<file path="src/rtl/serdes_tx_scheduler.sv">
// serdes_tx_scheduler: time-shares one serializer lane among NUM_REQ word
// sources. Round-robin grant, word capture, load/enable sequencing, retire on
// ser_tx_done, and a watchdog for a serializer that never reports done.
module serdes_tx_scheduler #(
    parameter int NUM_REQ    = 4,
    parameter int DATA_WIDTH = 8,
    parameter int GAP_CYCLES = 1,
    parameter int TIMEOUT    = 64,
    localparam int IDW = (NUM_REQ > 1) ? $clog2(NUM_REQ) : 1
) (
    input  logic                          clk,
    input  logic                          rst,
    input  logic                          enable,
    input  logic [NUM_REQ-1:0]            req_valid,
    input  logic [NUM_REQ*DATA_WIDTH-1:0] req_data,
    output logic [NUM_REQ-1:0]            req_ready,
    output logic                          ser_enable,
    output logic                          ser_mode,
    output logic                          ser_load,
    output logic [DATA_WIDTH-1:0]         ser_parallel,
    input  logic                          ser_tx_done,
    output logic                          busy,
    output logic [IDW-1:0]                active_id,
    output logic                          sent_valid,
    output logic [IDW-1:0]                sent_id,
    output logic                          timeout_err,
    input  logic                          err_clear
);
    // One counter serves both the SHIFT watchdog and the GAP length.
    localparam int TMAX     = (TIMEOUT > GAP_CYCLES) ? TIMEOUT : GAP_CYCLES;
    localparam int TW       = $clog2(TMAX + 1);
    localparam int GAP_LAST = (GAP_CYCLES > 0) ? GAP_CYCLES - 1 : 0;

    typedef enum logic [1:0] {S_IDLE, S_LOAD, S_SHIFT, S_GAP} state_t;

    state_t                state_q, state_d;
    logic [DATA_WIDTH-1:0] hold_q, hold_d;
    logic [TW-1:0]         timer_q, timer_d;
    logic [IDW-1:0]        rr_q, rr_d;
    logic [IDW-1:0]        active_q, active_d;
    logic [IDW-1:0]        sent_id_q, sent_id_d;
    logic                  sent_valid_q, sent_valid_d;
    logic                  err_q, err_d;
    logic                  ser_enable_q, ser_enable_d;
    logic                  ser_load_q, ser_load_d;
    logic                  busy_q, busy_d;
    logic [IDW-1:0]        grant_idx;
    logic                  grant_found;
    logic                  take;

    // Index arithmetic modulo NUM_REQ without a divider (off < NUM_REQ).
    function automatic logic [IDW-1:0] wrap_add(input logic [IDW-1:0] base, input int off);
        int s;
        s = int'(base) + off;
        if (s >= NUM_REQ) s = s - NUM_REQ;
        return IDW'(s);
    endfunction

    // Round-robin search: first valid requester at or after the pointer.
    always_comb begin
        grant_found = 1'b0;
        grant_idx   = '0;
        for (int k = 0; k < NUM_REQ; k++) begin
            if (!grant_found && req_valid[wrap_add(rr_q, k)]) begin
                grant_found = 1'b1;
                grant_idx   = wrap_add(rr_q, k);
            end
        end
    end

    // The only place req_ready can be high: an accepted grant out of IDLE.
    assign take = (state_q == S_IDLE) && enable && grant_found && !rst;

    // One-hot accept toward the winning requester.
    always_comb begin
        req_ready = '0;
        if (take) req_ready[grant_idx] = 1'b1;
    end

    // Next-state and datapath decisions for the lane sequencer.
    always_comb begin
        state_d      = state_q;
        hold_d       = hold_q;
        timer_d      = timer_q;
        rr_d         = rr_q;
        active_d     = active_q;
        sent_id_d    = sent_id_q;
        sent_valid_d = 1'b0;
        err_d        = err_clear ? 1'b0 : err_q;

        case (state_q)
            S_IDLE: begin
                if (take) begin
                    hold_d   = req_data[grant_idx*DATA_WIDTH +: DATA_WIDTH];
                    active_d = grant_idx;
                    rr_d     = wrap_add(grant_idx, 1);
                    state_d  = S_LOAD;
                end
            end
            S_LOAD: begin
                timer_d = '0;
                state_d = S_SHIFT;
            end
            S_SHIFT: begin
                timer_d = timer_q + 1'b1;
                // done takes priority over a watchdog expiry in the same cycle
                if (ser_tx_done || timer_q == TW'(TIMEOUT - 1)) begin
                    if (ser_tx_done) begin
                        sent_valid_d = 1'b1;
                        sent_id_d    = active_q;
                    end else begin
                        err_d = 1'b1;
                    end
                    timer_d = '0;
                    state_d = (GAP_CYCLES == 0) ? S_IDLE : S_GAP;
                end
            end
            S_GAP: begin
                if (timer_q == TW'(GAP_LAST)) begin
                    timer_d = '0;
                    state_d = S_IDLE;
                end else begin
                    timer_d = timer_q + 1'b1;
                end
            end
            default: state_d = S_IDLE;
        endcase

        ser_enable_d = (state_d == S_LOAD) || (state_d == S_SHIFT);
        ser_load_d   = (state_d == S_LOAD);
        busy_d       = (state_d != S_IDLE);
    end

    // State and registered outputs; reset aborts any word in flight.
    always_ff @(posedge clk) begin
        if (rst) begin
            state_q      <= S_IDLE;
            hold_q       <= '0;
            timer_q      <= '0;
            rr_q         <= '0;
            active_q     <= '0;
            sent_id_q    <= '0;
            sent_valid_q <= 1'b0;
            err_q        <= 1'b0;
            ser_enable_q <= 1'b0;
            ser_load_q   <= 1'b0;
            busy_q       <= 1'b0;
        end else begin
            state_q      <= state_d;
            hold_q       <= hold_d;
            timer_q      <= timer_d;
            rr_q         <= rr_d;
            active_q     <= active_d;
            sent_id_q    <= sent_id_d;
            sent_valid_q <= sent_valid_d;
            err_q        <= err_d;
            ser_enable_q <= ser_enable_d;
            ser_load_q   <= ser_load_d;
            busy_q       <= busy_d;
        end
    end

    assign ser_enable   = ser_enable_q;
    assign ser_load     = ser_load_q;
    assign ser_mode     = 1'b0;
    assign ser_parallel = hold_q;
    assign busy         = busy_q;
    assign active_id    = active_q;
    assign sent_valid   = sent_valid_q;
    assign sent_id      = sent_id_q;
    assign timeout_err  = err_q;

endmodule

</file>
<file path="config.mk">
export PLATFORM = sky130hd
export DESIGN_NAME = serdes_tx_scheduler
export DESIGN_NICKNAME = d
export VERILOG_FILES = /design/src/rtl/serdes_tx_scheduler.sv
export SDC_FILE = /design/constraint.sdc
export NUM_CORES = 1
export LEC_CHECK = 0
export CELL_PAD_IN_SITES_DETAIL_PLACEMENT = 0
export CELL_PAD_IN_SITES_GLOBAL_PLACEMENT = 1
export CORE_MARGIN = 3
export CORE_UTILIZATION = 31
export DETAILED_ROUTE_END_ITERATION = 8
export GPL_TIMING_DRIVEN = 0
export PLACE_DENSITY = 0.83
export SETUP_SLACK_MARGIN = 0.3
export SLEW_MARGIN = 25
export SYNTH_ARGS = -nofsm -noshare
export SYNTH_HDL_FRONTEND = slang
export SYNTH_SLANG_ARGS = --single-unit
</file>
<file path="constraint.sdc">
create_clock -name clk -period 2.2 [get_ports clk]
set_clock_uncertainty 0.05 [all_clocks]
set_input_delay 0.22 -clock clk [delete_from_list [all_inputs] [get_ports clk]]
set_output_delay 0.22 -clock clk [all_outputs]
set_load 0.005 [all_outputs]
</file>
==> impl_metrics.env, run 1 <==
export IMPL_cts_reportedPaths_clkPinSlew_ps=90
export IMPL_diodes=0
export IMPL_p_per_area_nw_per_um2=548.3
export IMPL_outcome="complete, no violations"
export IMPL_clock_path_buffers=2
export IMPL_coreArea_um2=4786
export IMPL_drtIter0Drc=55
export IMPL_drt_vias_per_instance=4.699
export IMPL_num_fill_cells=477
export IMPL_swShare=0.2822
export IMPL_layout_setup_ws_ps=316.2
export IMPL_post_drt_wl_per_cell_um=13.34
export IMPL_critPathTopFamily="flip-flops"
export IMPL_ys_seq_area_frac=0.3610
export IMPL_gp_congestion=0.7112
export IMPL_syn2layout_area_growth_pct=58.10
export IMPL_drc=0
export IMPL_die_w_um=76.78
export IMPL_cp_arrival_ps=1610
export IMPL_place_area_um2=2247
export IMPL_p_switching_mw=0.3798
export IMPL_row_count=25
export IMPL_cts_buffers=3
export IMPL_multi_input_area_um2=983.4
export IMPL_ys_ff_latch=28
export IMPL_syn_avg_cell_area_um2=9.354
export IMPL_grt_pass1_vias=1348
export IMPL_cp_start_kind="register"
export IMPL_p_seq_frac=0.432
export IMPL_dieHeight_um=76.78
export IMPL_synthCells=166
export IMPL_syn_num_nets=214
export IMPL_hold_path_class="input pin to register"
export IMPL_ant_nets=0
export IMPL_dpl_hpwl_um=2970
export IMPL_synth_flop_cell="dfxtp_1"
export IMPL_yosys_warnings=0
export IMPL_cp_common_cell="buf_6"
export IMPL_antenna_found_initial=0
export IMPL_pwr_share_clk=0.201
export IMPL_crit_path_end_kind="output port"
export IMPL_grt_pass1_wl_um=6617
export IMPL_layout_drive_gt1_share=0.2066
export IMPL_slew_viol_final=0
export IMPL_clock_latency_ps=270
export IMPL_die_area_um2=5894
export IMPL_gr_usage_all_layers=0.1349
export IMPL_hold_viol_final=0
export IMPL_postLayoutCellArea_um2=2455
export IMPL_layout_min_cycle_time_ps=1884
export IMPL_port_buffers=61
export IMPL_ir_drop_v=0.0003404
export IMPL_dr_total_vias=1452
export IMPL_grt_max_degree=15
export IMPL_final_nets=292
export IMPL_finalSetupTns_ps=0
export IMPL_root_buffer="clkbuf_8"
export IMPL_io_pin_count=63
export IMPL_cts_tree="yes"
export IMPL_synth_edf_count=0
export IMPL_dpl_worst_slack_ps=-321.0
export IMPL_cp_max_fo=3
export IMPL_maxCapViolations=0
export IMPL_power_total_mw=1.346
export IMPL_synth_distinct_cells=43
export IMPL_final_util=0.5129
export IMPL_setup_viol_count_final=0
export IMPL_syn_area_um2=1553
export IMPL_ff_latch_area_um2=568.0
export IMPL_worst_path_buf_inv=3
export IMPL_fmaxAchievable_ghz=0.5308
export IMPL_fin_crit_sh=0.8563
export IMPL_critPathRequiredTime_ps=1930
export IMPL_slowest_stage="dfxtp_4"
export IMPL_h_tree_depth=1
export IMPL_clock_sinks=28
export IMPL_holdBufCountCts=0
export IMPL_path_class="register to output port"
export IMPL_power_leakage_nw=0.9892
export IMPL_start_util=0.3244
export IMPL_grt_setup_unrepaired="true"
export IMPL_p_int_mw=0.9661
export IMPL_path_cells="a21boi_4 -> o32ai_4 -> inv_2 -> buf_6 -> ha_4 -> and2_4 -> buf_6"
export IMPL_critPathMaxStageDelay_ps=380
export IMPL_grt_overflow_total=0
export IMPL_async_reset_ff_frac=0
export IMPL_power_frac_comb=0.367
export IMPL_firstDrtPassIters=4
export IMPL_drt_wl_total_um=4122
==> power groups by stage <==
stage	Sequential [mW]	Combinational, mW	Clock [mW]
finish	0.582	0.494	0.271
detailed placement	0.590	0.409	0
CTS	0.578	0.452	0.281
global route	0.588	0.537	0.305
floorplan	0.590	0.214	0
global placement	0.589	0.408	0
==> cell usage in the layout, fill, tap and decap left out, drive strengths merged <==
master	instances
clkdlybuf4s50	52
dfxtp	28
buf	23
mux2i	19
nand2	13
nor2	12
nand3	11
a21oi	9
inv	9
o221ai	8
ha	7
a31oi	6
clkbuf	5
nor2b	5
nand3b	4
and2	4
dlygate4sd2	3
o21ai	3
nor4	2
or3	2
and3	2
nand2b	2
a21boi	1
o32ai	1
or2	1
o211a	1
nor3	1
o311a	1
nand4	1
o31ai	1
o311ai	1
a31o	1
xnor2	1
a32oi	1
conb	1
==> cell type report <==
cell class | count | area share
plain buffers | 7 | 0.02192
clock buffers | 3 | 0.01682
inverters | 9 | 0.01376
multi-input cells | 122 | 0.4006
flip-flops and latches | 28 | 0.2314
well taps | 67 | 0.03415
repair buffers | 73 | 0.2813
==> per-layer routing <==
layer / up-vias / global-route usage / wire length, um
li1: 750 / - / -
met3: 2 / 0.03286 / 214
met4: 0 / 0.03261 / 23
met2: 41 / 0.2195 / 1948
met1: 659 / 0.1788 / 1936
met5: - / 0 / 0
==> tightest hold or removal path, delay by kind of cell <==
family,cells,cell delay [ps]
AO/OA/AOI/OAI,2,230
buffers and inverters,1,120
AND/OR/NAND/NOR,1,100
==> Yosys cell counts (2+ instances only) <==
library cell / count / share of area
ha_1: 7 / 0.056
a31oi_1: 5 / 0.020
dfxtp_1: 28 / 0.36
nand3b_1: 4 / 0.019
nor2b_1: 3 / 0.012
o221ai_1: 8 / 0.045
a21oi_1: 8 / 0.026
nand2b_1: 2 / 0.0081
buf_6: 2 / 0.015
o21ai_0: 2 / 0.0064
mux2i_1: 19 / 0.12
nor2_1: 12 / 0.029
nand3_1: 11 / 0.035
and2_1: 4 / 0.016
nand2_1: 11 / 0.027
buf_4: 2 / 0.0097
nor2b_2: 2 / 0.011
inv_1: 8 / 0.019
and3_1: 2 / 0.0081
nor4_1: 2 / 0.0081
or3_1: 2 / 0.0081
==> metrics by stage <==
stage / cells / hold slack, ps
2_1_floorplan: 166 / 241.6
3_3_place_gp: 294 / 413.1
3_5_place_dp: 294 / 424.0
4_1_cts: 304 / 402.6
5_1_grt: 309 / 436.8
6_report: 309 / 400.5
==> sequential cells by signal, indices dropped and copies added (netlist names) <==
signal,cells
sent_valid,1
sent_id,2
ser_parallel,8
ser_load,1
ser_enable,1
timeout_err,1
timer_q,7
active_id,2
state_q,2
rr_q,2
busy,1
==> cell families after synthesis <==
kind of cell	after synthesis	share of synthesized area
mux	19	0.1225
xor+xnor	1	0.005642
simple gates	60	0.2119
compound gates	34	0.1861
fa+ha+maj	7	0.05640
buf+inv	16	0.05398
other cells	1	0.002415
flops	28	0.3610
==> repair_timing <==
action / CTS / global route
gates resized for setup: 35 / 18
pin swaps: 3 / 10
buffers inserted: 7 / 5
setup endpoints to repair: 6 / 4
==> final timing paths <==
path                    from              end  slack [ps]  cells past startpoint
min reg2reg  ser_parallel[4]  ser_parallel[4]         440                      2
min             req_valid[2]  ser_parallel[0]         400                      4
max                  rr_q[1]     req_ready[3]         320                      7
max reg2reg       timer_q[6]       ser_enable         450                      6
No activity file was read; power rests on OpenSTA's default activity.
==> run 2, diff against run 1 <==
CORE_UTILIZATION = 28   (was 31)
PLACE_DENSITY = 0.79   (was 0.83)
clock period = 1.6 ns   (was 2.2 ns; I/O delays follow)
==> run 2 against run 1 <==
The flow now finishes with violations (negative setup slack). Register-to-register slack got worse by 600 ps. Die area up 9.9%. Combinational power increased by 62%. Hold slack lost 50 ps. Clock power grew 88%. Non-clock buffer count is 12 higher. Cell count is 5.5% higher. Critical endpoint is now req_ready[2]. Global-route usage rose by 1.2 points. Critical path type unchanged. Via count increased by 6.8%. Wire length is 17% higher. Count of clock-buffer cells in the layout rose by 1. Sequential cell count stayed put.
==> impl_metrics.env, run 2 (synthesized netlist as in run 1, its figures left out) <==
export IMPL_r2r_slack_ps=-150
export IMPL_dpl_hpwl_um=3142
export IMPL_io_pin_count=63
export IMPL_dr_total_vias=1551
export IMPL_wl_met2_um=2359
export IMPL_ant_nets=0
export IMPL_min_from="rst"
export IMPL_grt_setup_unrepaired="true"
export IMPL_p_per_area_nw_per_um2=736.3
export IMPL_grt_max_degree=17
export IMPL_start_util=0.2965
export IMPL_antenna_found_initial=0
export IMPL_final_util=0.5471
export IMPL_maxCapViolations=0
export IMPL_die_area_um2=6475
export IMPL_wl_met1_um=2278
export IMPL_h_tree_depth=1
export IMPL_clock_path_buffers=2
export IMPL_cp_max_fo=5
export IMPL_hold_path_class="input pin to register"
export IMPL_ir_drop_v=0.0004392
export IMPL_grt_overflow_total=0
export IMPL_largest_reg_flops=8
export IMPL_fmaxAchievable_ghz=0.5525
export IMPL_layout_drive_gt1_share=0.4023
export IMPL_dpl_worst_slack_ps=-905.9
export IMPL_slew_headroom=0.6306
export IMPL_row_count=26
export IMPL_cp_start_kind="register"
export IMPL_drc=0
export IMPL_firstDrtPassIters=4
export IMPL_hold_viol_final=0
export IMPL_cts_tree="yes"
export IMPL_syn2layout_area_growth_pct=84.53
export IMPL_outcome="complete, but fails checks"
export IMPL_cp_arrival_ps=1600
export IMPL_layout_common_cells="clkdlybuf4s50_1 (35), dlygate4sd2_1 (22), mux2i_1 (17), buf_4 (17), dfxtp_1 (13)"
export IMPL_fin_crit_sh=1.131
export IMPL_layout_setup_ws_ps=-210.1
export IMPL_root_buffer="clkbuf_8"
export IMPL_power_total_mw=2.110
export IMPL_critPathRequiredTime_ps=1390
export IMPL_layout_min_cycle_time_ps=1810
export IMPL_slew_viol_final=0
export IMPL_grt_pass1_vias=1476
export IMPL_maxUsedRoutingLayer="met4"
export IMPL_diodes=0
export IMPL_final_nets=305
export IMPL_drtIter0Drc=94
export IMPL_startpoint="rr_q[0]"
export IMPL_port_buffers=61
export IMPL_clock_sinks=28
export IMPL_holdBufCountCts=0
export IMPL_coreArea_um2=5238
export IMPL_violations="negative setup slack"
export IMPL_wl_met3_um=148
export IMPL_grt_pass1_wl_um=7555
export IMPL_num_fill_cells=486
export IMPL_drt_wl_total_um=4825
export IMPL_gr_usage_all_layers=0.1473
export IMPL_crit_path_end_kind="output port"
export IMPL_die_w_um=80.47
export IMPL_gp_congestion=0.7511
export IMPL_cts_buffers=3
export IMPL_path_class="register to output port"
export IMPL_dieHeight_um=80.47
export IMPL_drt_vias_per_instance=4.758
export IMPL_cts_reportedPaths_clkPinSlew_ps=100
export IMPL_worst_pin_slew_ps=554.2
export IMPL_clock_latency_ps=280
export IMPL_mostFrequentLayoutCell="clkdlybuf4s50_1"
export IMPL_power_leakage_nw=1.178
export IMPL_setup_viol_count_final=15
export IMPL_post_drt_wl_per_cell_um=14.80
export IMPL_r2r_start="rr_q[0]"
## run 2: cell types whose count changed in the layout (fill, tap and decap cells not counted), sizes merged
cell	previous run	this run
dlygate4sd2	3	22
buf	23	34
a21oi	9	10
clkdlybuf4s50	52	35
## run 2: per-layer routing
metal  GRT usage  vias to the layer above
li1            -                      785
met5           0                        -
met1      0.2103                      732
met4     0.03547                        0
met2      0.2301                       30
met3     0.02354                        4
## run 2: layout make-up
| type | count | area, um^2 | area share |
|---|---|---|---|
| multi-input combinational | 123 | 1199 | 0.4183 |
| inverter | 9 | 38.79 | 0.01354 |
| clock buffer | 4 | 66.31 | 0.02314 |
| buffer | 7 | 68.82 | 0.02402 |
| tap | 70 | 87.58 | 0.03057 |
| sequential | 28 | 599.3 | 0.2092 |
| timing repair buffer | 85 | 805.8 | 0.2812 |
## run 2: timing repair
action                                  in CTS  in global routing
gates resized for setup                     93                 21
cloned                                       2                  0
pin swaps                                   26                 19
buffers inserted                            16                  7
endpoints found under the setup margin      46                 29
## run 2: worst paths after layout
check / cells after the start / end
max reg2reg: 9 / ser_parallel[4]
min reg2reg: 2 / ser_parallel[2]
min: 2 / ser_load
max: 8 / req_ready[2]
## run 2: stage by stage
step	cells	hold slack (ps)	area, um^2	TNS (ps)
after detailed placement	297	424.0	2344	-10160
after global routing	326	369.0	2865	-3275
after CTS	319	337.7	2728	-2055
after floorplan	166	181.6	1645	0
final	326	350.7	2865	-1877
after global placement	297	416.0	2344	-9828
## run 2: worst max-delay path, stage by stage (launching register included)
cell	delay [ps]
dfxtp_4	380
nor2b_4	120
nor2_1	50
o211a_1	240
buf_8	150
inv_6	60
ha_4	110
and2_4	130
buf_6	80
## run 2: power breakdown
group          switching [mW]  internal, mW  total, mW
Sequential             0.0453         0.752      0.797
Clock                   0.237         0.273      0.510
Combinational           0.337         0.465      0.802
==> run 3, diff against run 2 <==
CORE_UTILIZATION = 29   (was 28)
CTS_BUF_LIST = sky130_fd_sc_hd__clkbuf_8   (was not set)
PLACE_DENSITY = 0.82   (was 0.79)
==> run 3 against run 2 <==
Critical path type unchanged. Largest power group is now registers. Sequential power about the same. Critical path depth down 1. Power rose by 1.9%. Non-clock buffer count shrank 3. Combinational power decreased by 1%. The run still ends with negative setup slack left. Register-to-register slack better by 80 ps. Utilization increased by 1.2 points. Count of clock-buffer cells in the layout is 1 lower.
==> impl_metrics.env, run 3 (synthesized netlist as in run 1, its figures left out) <==
export IMPL_outcome="complete, but fails checks"
export IMPL_setup_viol_count_final=14
export IMPL_mostFrequentLayoutCell="clkdlybuf4s50_1"
export IMPL_layout_drive_gt1_share=0.4229
export IMPL_cts_reportedPaths_clkPinSlew_ps=100
export IMPL_postLayoutCellArea_um2=2872
export IMPL_ant_nets=0
export IMPL_place_area_um2=2344
export IMPL_syn2layout_area_growth_pct=84.93
export IMPL_clock_sinks=28
export IMPL_root_buffer="clkbuf_8"
export IMPL_grt_pass1_wl_um=7134
export IMPL_antenna_found_initial=0
export IMPL_gr_usage_all_layers=0.1425
export IMPL_io_pin_count=63
export IMPL_port_buffers=61
export IMPL_num_fill_cells=493
export IMPL_layout_common_cells="clkdlybuf4s50_1 (35), dlygate4sd2_1 (22), mux2i_1 (15)"
export IMPL_multi_input_area_um2=1220
export IMPL_grt_pass1_vias=1493
export IMPL_ff_latch_area_um2=601.8
export IMPL_power_total_mw=2.149
export IMPL_dp_cells=297
export IMPL_stdcell_count=323
export IMPL_diodes=0
export IMPL_cts_tree="yes"
export IMPL_cp_start_kind="register"
export IMPL_hold_slack_ps=387.2
export IMPL_drt_vias_per_instance=4.820
export IMPL_die_w_um=79.17
export IMPL_power_leakage_nw=1.172
export IMPL_drt_wl_total_um=4676
export IMPL_firstDrtPassIters=4
export IMPL_row_count=26
export IMPL_largest_reg_flops=8
export IMPL_finalSetupTns_ps=-1260
export IMPL_critPathRequiredTime_ps=1390
export IMPL_start_util=0.3021
export IMPL_post_drt_wl_per_cell_um=14.48
export IMPL_dr_total_vias=1557
export IMPL_maxCapViolations=0
export IMPL_dieHeight_um=79.17
export IMPL_dpl_hpwl_um=3095
export IMPL_layout_setup_ws_ps=-219.9
export IMPL_layout_min_cycle_time_ps=1820
export IMPL_clock_latency_ps=280
export IMPL_h_tree_depth=1
export IMPL_dpl_worst_slack_ps=-884.8
export IMPL_fin_crit_sh=1.137
export IMPL_gp_congestion=0.7393
export IMPL_grt_overflow_total=0
export IMPL_p_per_area_nw_per_um2=748.4
export IMPL_ir_drop_v=0.0004757
export IMPL_hold_viol_final=0
export IMPL_clock_path_buffers=2
export IMPL_worst_pin_slew_ps=523.8
export IMPL_drtIter0Drc=54
export IMPL_hold_path_class="input pin to register"
export IMPL_cp_arrival_ps=1610
export IMPL_slew_headroom=0.6508
export IMPL_grt_setup_unrepaired="true"
export IMPL_die_area_um2=6268
export IMPL_slew_viol_final=0
export IMPL_fmaxAchievable_ghz=0.5495
export IMPL_cp_max_fo=5
export IMPL_path_class="register to output port"
export IMPL_crit_path_end_kind="output port"
export IMPL_coreArea_um2=5140
export IMPL_grt_max_degree=17
export IMPL_final_util=0.5587
export IMPL_violations="negative setup slack"
export IMPL_final_nets=302
export IMPL_drc=0
export IMPL_cts_buffers=3
==> run 3: changes by cell type in the layout (fill, tap and decap cells not counted), moves of 2 or more <==
cell	before	now
mux2i_1	17	15
buf_4	17	14
mux2i_4	0	2
dfxtp_2	7	9
nand2_2	2	4
dfxtp_1	13	11
==> run 3: area by class of cell <==
cell class                 count  area share
sequential                    28      0.2096
inverter                       9     0.01438
tap                           70     0.03050
timing repair buffer          82      0.2719
clock buffer                   3     0.01438
clock inverter                 1     0.01046
buffer                         7     0.02397
multi-input combinational    123      0.4248
==> run 3: critical path, cell delays in order, from the launching register on <==
cell and delay (ps):
dfxtp_4 380, nor2b_4 110, nor2_1 40, o211a_1 260, buf_8 150, ha_2 160
and2_4 120, buf_2 120
==> run 3: final timing paths <==
kind | from | to | slack [ps] | cells after the start
max | rr_q[0] | req_ready[1] | -220 | 7
min | rst | ser_load | 390 | 2
max reg2reg | rr_q[0] | ser_parallel[6] | -70 | 8
min reg2reg | timeout_err | timeout_err | 440 | 2
==> run 3: what timing repair did <==
action | CTS | global route
gates resized for setup | 83 | 38
hold buffers | 0 | 0
setup buffers | 14 | 6
cloned | 1 | 1
endpoints found under the setup margin | 46 | 29
pin swaps | 23 | 13
==> run 3: power breakdown <==
part | total, mW | switching [mW] | leakage, nW | internal [mW]
sequential | 0.798 | 0.0462 | 0.239 | 0.752
clock | 0.559 | 0.224 | 0.0357 | 0.335
combinational | 0.792 | 0.331 | 0.897 | 0.461
==> run 3: per-layer routing <==
metal,vias to the layer above,GRT usage,wire [um]
met5,-,0,0
met4,0,0.03093,36
met3,2,0.03061,186
met2,35,0.2365,2313
met1,741,0.1895,2140
li1,779,-,-
